===== src/rtl/alu_op_sequencer.sv =====
// Issue-side front end for the combinational ALU: decodes R-type requests,
// drives registered ALU inputs, samples the result and returns it with the tag.
module alu_op_sequencer #(
  parameter int WIDTH = 32,
  parameter int TAGW  = 4,
  parameter int CNTW  = 16
) (
  input  logic             clk,
  input  logic             rst_n,
  input  logic             req_valid,
  output logic             req_ready,
  input  logic [2:0]       req_funct3,
  input  logic             req_funct7b5,
  input  logic [WIDTH-1:0] req_rs1,
  input  logic [WIDTH-1:0] req_rs2,
  input  logic [TAGW-1:0]  req_tag,
  output logic [WIDTH-1:0] alu_operand1,
  output logic [WIDTH-1:0] alu_operand2,
  output logic [3:0]       alu_control,
  input  logic [WIDTH-1:0] alu_result,
  output logic             rsp_valid,
  input  logic             rsp_ready,
  output logic [WIDTH-1:0] rsp_result,
  output logic [TAGW-1:0]  rsp_tag,
  output logic             rsp_illegal,
  output logic [CNTW-1:0]  op_count
);

  localparam logic [1:0] IDLE = 2'd0;
  localparam logic [1:0] EXEC = 2'd1;
  localparam logic [1:0] RESP = 2'd2;

  logic [1:0] state_r;
  logic [3:0] code_s;
  logic       illegal_s;

  // Returns {illegal, alu_control}; unlisted combinations map to the 1111 code.
  function automatic logic [4:0] decode(input logic [2:0] funct3, input logic funct7b5);
    logic [4:0] res;
    case ({funct3, funct7b5})
      4'b0000: res = 5'b0_0000;
      4'b0001: res = 5'b0_0001;
      4'b1110: res = 5'b0_0010;
      4'b1100: res = 5'b0_0011;
      4'b1000: res = 5'b0_0100;
      4'b0100: res = 5'b0_0101;
      default: res = 5'b1_1111;
    endcase
    return res;
  endfunction

  assign {illegal_s, code_s} = decode(req_funct3, req_funct7b5);

  // Sequencing FSM; every output is a register owned by this block.
  always_ff @(posedge clk or negedge rst_n) begin
    if (!rst_n) begin
      state_r      <= IDLE;
      req_ready    <= 1'b1;
      rsp_valid    <= 1'b0;
      rsp_result   <= {WIDTH{1'b0}};
      rsp_tag      <= {TAGW{1'b0}};
      rsp_illegal  <= 1'b0;
      alu_operand1 <= {WIDTH{1'b0}};
      alu_operand2 <= {WIDTH{1'b0}};
      alu_control  <= 4'b1111;
      op_count     <= {CNTW{1'b0}};
    end else begin
      case (state_r)
        IDLE: begin
          if (req_valid) begin
            alu_operand1 <= req_rs1;
            alu_operand2 <= req_rs2;
            alu_control  <= code_s;
            rsp_tag      <= req_tag;
            rsp_illegal  <= illegal_s;
            req_ready    <= 1'b0;
            state_r      <= EXEC;
          end
        end
        EXEC: begin
          // Illegal requests never expose whatever the ALU makes of code 1111.
          rsp_result <= rsp_illegal ? {WIDTH{1'b0}} : alu_result;
          rsp_valid  <= 1'b1;
          state_r    <= RESP;
        end
        RESP: begin
          if (rsp_ready) begin
            rsp_valid <= 1'b0;
            req_ready <= 1'b1;
            op_count  <= op_count + {{(CNTW-1){1'b0}}, 1'b1};
            state_r   <= IDLE;
          end
        end
        default: begin
          rsp_valid <= 1'b0;
          req_ready <= 1'b1;
          state_r   <= IDLE;
        end
      endcase
    end
  end

endmodule


===== config.mk =====
export PLATFORM = sky130hd
export DESIGN_NAME = alu_op_sequencer
export DESIGN_NICKNAME = d
export VERILOG_FILES = /design/src/rtl/alu_op_sequencer.sv
export SDC_FILE = /design/constraint.sdc
export NUM_CORES = 1
export LEC_CHECK = 0
export ABC_AREA = 1
export CAP_MARGIN = 20
export CORE_MARGIN = 1.5
export CORE_UTILIZATION = 41
export DETAILED_ROUTE_END_ITERATION = 10
export GPL_TIMING_DRIVEN = 0
export HOLD_SLACK_MARGIN = 0.02
export PLACE_DENSITY = 0.8
export SLEW_MARGIN = 20
export SYNTH_ARGS = -nofsm -noshare
export SYNTH_HDL_FRONTEND = slang
export SYNTH_SLANG_ARGS = --single-unit

===== constraint.sdc =====
create_clock -name clk -period 1.53 [get_ports clk]
set_input_delay 0.153 -clock clk [delete_from_list [all_inputs] [get_ports clk]]
set_output_delay 0.153 -clock clk [all_outputs]
set_load 0.01 [all_outputs]

==> qor.csv <==
metric,value,unit
p_sw,5.49,mW
rsz0062_at_grt,true,
syn_nets,685,
clk_pin_slew,0.05,ns
io_pins,231,
core,0.0120,mm^2
r2r-start,state_r[0],
vdd_ir_drop_max,1.22,mV
synth_top_area_frac,0.599,
final_hold_viol_count,0,
drt-wirelength-per-cell,14.7,um
drive_gt1_frac,0.0781,
rrSetupSlack,0.04,ns
num_rows,40,
fin_nets,941,
finalCritPeriodShare,0.986,
combPwrFrac,0.410,
place_congestion,0.836,
arrival,1.36,ns
yosys-top-cells-area,"dfrtp_1, nand2_1, nand3_1",
start_util,0.419,
antenna_left,0,
max-slew-margin-rel,0.628,
syn-cell-area,0.00501,mm^2
cp_num_buf_inv,1,
cts_tree,done,
intPower,11.0,mW
grt_max_degree,68,
r2r_cells,6,
post-route-util,0.686,
crit_family,buffers and inverters,
io_buffers,230,
overflow,0,
swShare,0.333,
drt_iter0_markers,333,
startpoint_type,flop,
p_seq_frac,0.344,
vias_per_cell,4.88,
clkLatencyLatePin,0.41,ns
min_path_cells,3,
worstHoldPathType,primary input to flop,
grt_pass1_wl,23.5,mm
drv_slew,0,
wirelength,14.6,mm
status,"finished, final reports clean",
crit_chain,clkdlybuf4s50_1,
cp-end-kind,primary output,
worstHoldStart,req_rs2[29],
path_class,flop to primary output,
dieArea,0.0129,mm^2
fillCellCount,911,
antenna_found_initial,0,
ys_seq_elements,125,
area_delta_synth_final,63.7,%
place.detailed.hpwl,10.6,mm
regArea,0.00314,mm^2
p_clk_frac,0.246,
cpPeakStageDelay,0.58,ns
leakagePower,4.20,nW
timing.hold.ws,0.279,ns
track_usage,0.234,
remaining_drc_errors,0,
clk_path_buf_depth,2,
htree_levels,4,
setup_viol,0,
multiInputGateArea,0.00169,mm^2
diodes,0,
maxCapViolations,0,
crit_required,1.38,ns
die_w,114,um
drtPass1Iterations,5,
skew,0.00678,ns
synth.distinct_cells,24,
synth.avg_cell_area,8.71,um^2
tightest_slew,0.558,ns
p_per_area,2010,mW/mm^2
root_buffer,clkbuf_16,
finalCriticalPeriod,1.51,ns
critPathMaxFanout,2,
hold_path_end,alu_operand2[29],
yosysWarnings,0,
clock_sinks,125,
timing.fmax,0.663,GHz
grt_pass1_vias,4866,
syn_inst,576,
synth_area_leader_cell,dfrtp_1,
via_count,4836,
cp_slowest_cell,clkdlybuf4s50_1,
ys_seq_area_frac,0.625,
r2r-end,op_count[11],
die_h,114,um
cts_buffers,17,
what timing repair did:
item | 4_1_cts | 5_1_grt
buffers inserted | 5 | 0
hold buffers | 1 | 0
resized for setup | 18 | 17
endpoints found under the setup margin | 19 | 106
hold endpoints to repair | 57 | 0
pin swaps | 0 | 0
kinds of logic after synthesis:
family	synth area share
simple gates	0.305
flops	0.625
buf+inv	0.0404
xor+xnor	0.0175
compound gates	0.00923
fa+ha+maj	0.00249
per-layer routing:
| metal | up-vias | track usage | share of wire |
|---|---|---|---|
| li1 | 2295 | - | - |
| met1 | 2286 | 0.274 | 0.39 |
| met2 | 223 | 0.392 | 0.50 |
| met3 | 32 | 0.0770 | 0.081 |
| met4 | 0 | 0.112 | 0.027 |
| met5 | - | 0 | 0 |
registers in the layout, summed over array words and instances, names as in the netlist:
name	count
rsp_result	32
rsp_tag	4
req_ready	1
alu_operand2	32
alu_operand1	32
op_count	16
state_r	2
rsp_valid	1
rsp_illegal	1
alu_control	4
stage by stage:
step	setup TNS, ns	instance area [um^2]	cells	power (mW)	setup slack, ns
finish	0	8210	992	16.5	0.0207
global route	-0.0601	8210	992	17.5	-0.0236
CTS	0	8160	992	16.6	0.00245
detailed placement	-0.368	7530	954	12.4	-0.0780
global placement	-544.01	7500	953	12.2	-4.42
floorplan	0	5010	576	8.38	0.286
cell usage after synthesis, drive strengths merged:
library cell	n
clkbuf	2
dfrtp	120
buf	21
xnor2	4
ha	1
nand4	6
o21ai	4
a31oi	1
inv	24
dfstp	5
clkinv	1
nor2	19
nor3	2
a21oi	4
nand3	41
xor2	6
nand2	315
worst max path at each step:
stage | start | to | slack [ns] | cells past startpoint
after global routing | state_r[1] | alu_operand1[29] | -0.02 | 6
after floorplan | op_count[0] | op_count[8] | 0.29 | 5
after global placement | rst_n | alu_operand1[17] | -4.42 | 1
after CTS | op_count[13] | op_count[13] | 0.002 | 1
after detailed placement | rsp_ready | op_count[11] | -0.08 | 6
final | alu_operand1[5] | alu_operand1[5] | 0.02 | 1
cells in the final DEF, fill, tap and decap left out, drive strengths merged:
cell,count
dlygate4sd3,1
nand3,41
nand2,315
xor2,6
a21oi,4
o21ai,4
dlymetal6s2s,9
dfrtp,120
bufinv,3
nor3,2
buf,23
xnor2,4
a31oi,1
dfstp,5
inv,24
nor2,19
clkbuf,32
dlygate4sd2,14
nand4,6
clkinv,5
clkdlybuf4s50,206
ha,1
final cells by class:
type                            instances  area share
Sequential cell                       125       0.382
Timing Repair Buffer                  237       0.290
Multi-Input combinational cell        403       0.206
Clock buffer                           25      0.0591
Tap cell                              147      0.0224
Buffer                                 23      0.0148
Clock inverter                          7      0.0134
Inverter                               25      0.0117
power by group through the flow:
| stage | Combinational (mW) | Clock, mW | Sequential (mW) |
|---|---|---|---|
| floorplan | 2.06 | 0 | 6.31 |
| global placement | 6.54 | 0 | 5.66 |
| detailed placement | 6.72 | 0 | 5.70 |
| CTS | 6.80 | 4.13 | 5.66 |
| global route | 7.37 | 4.28 | 5.82 |
| finish | 6.74 | 4.05 | 5.66 |
Power figures use the tool's default switching activity.
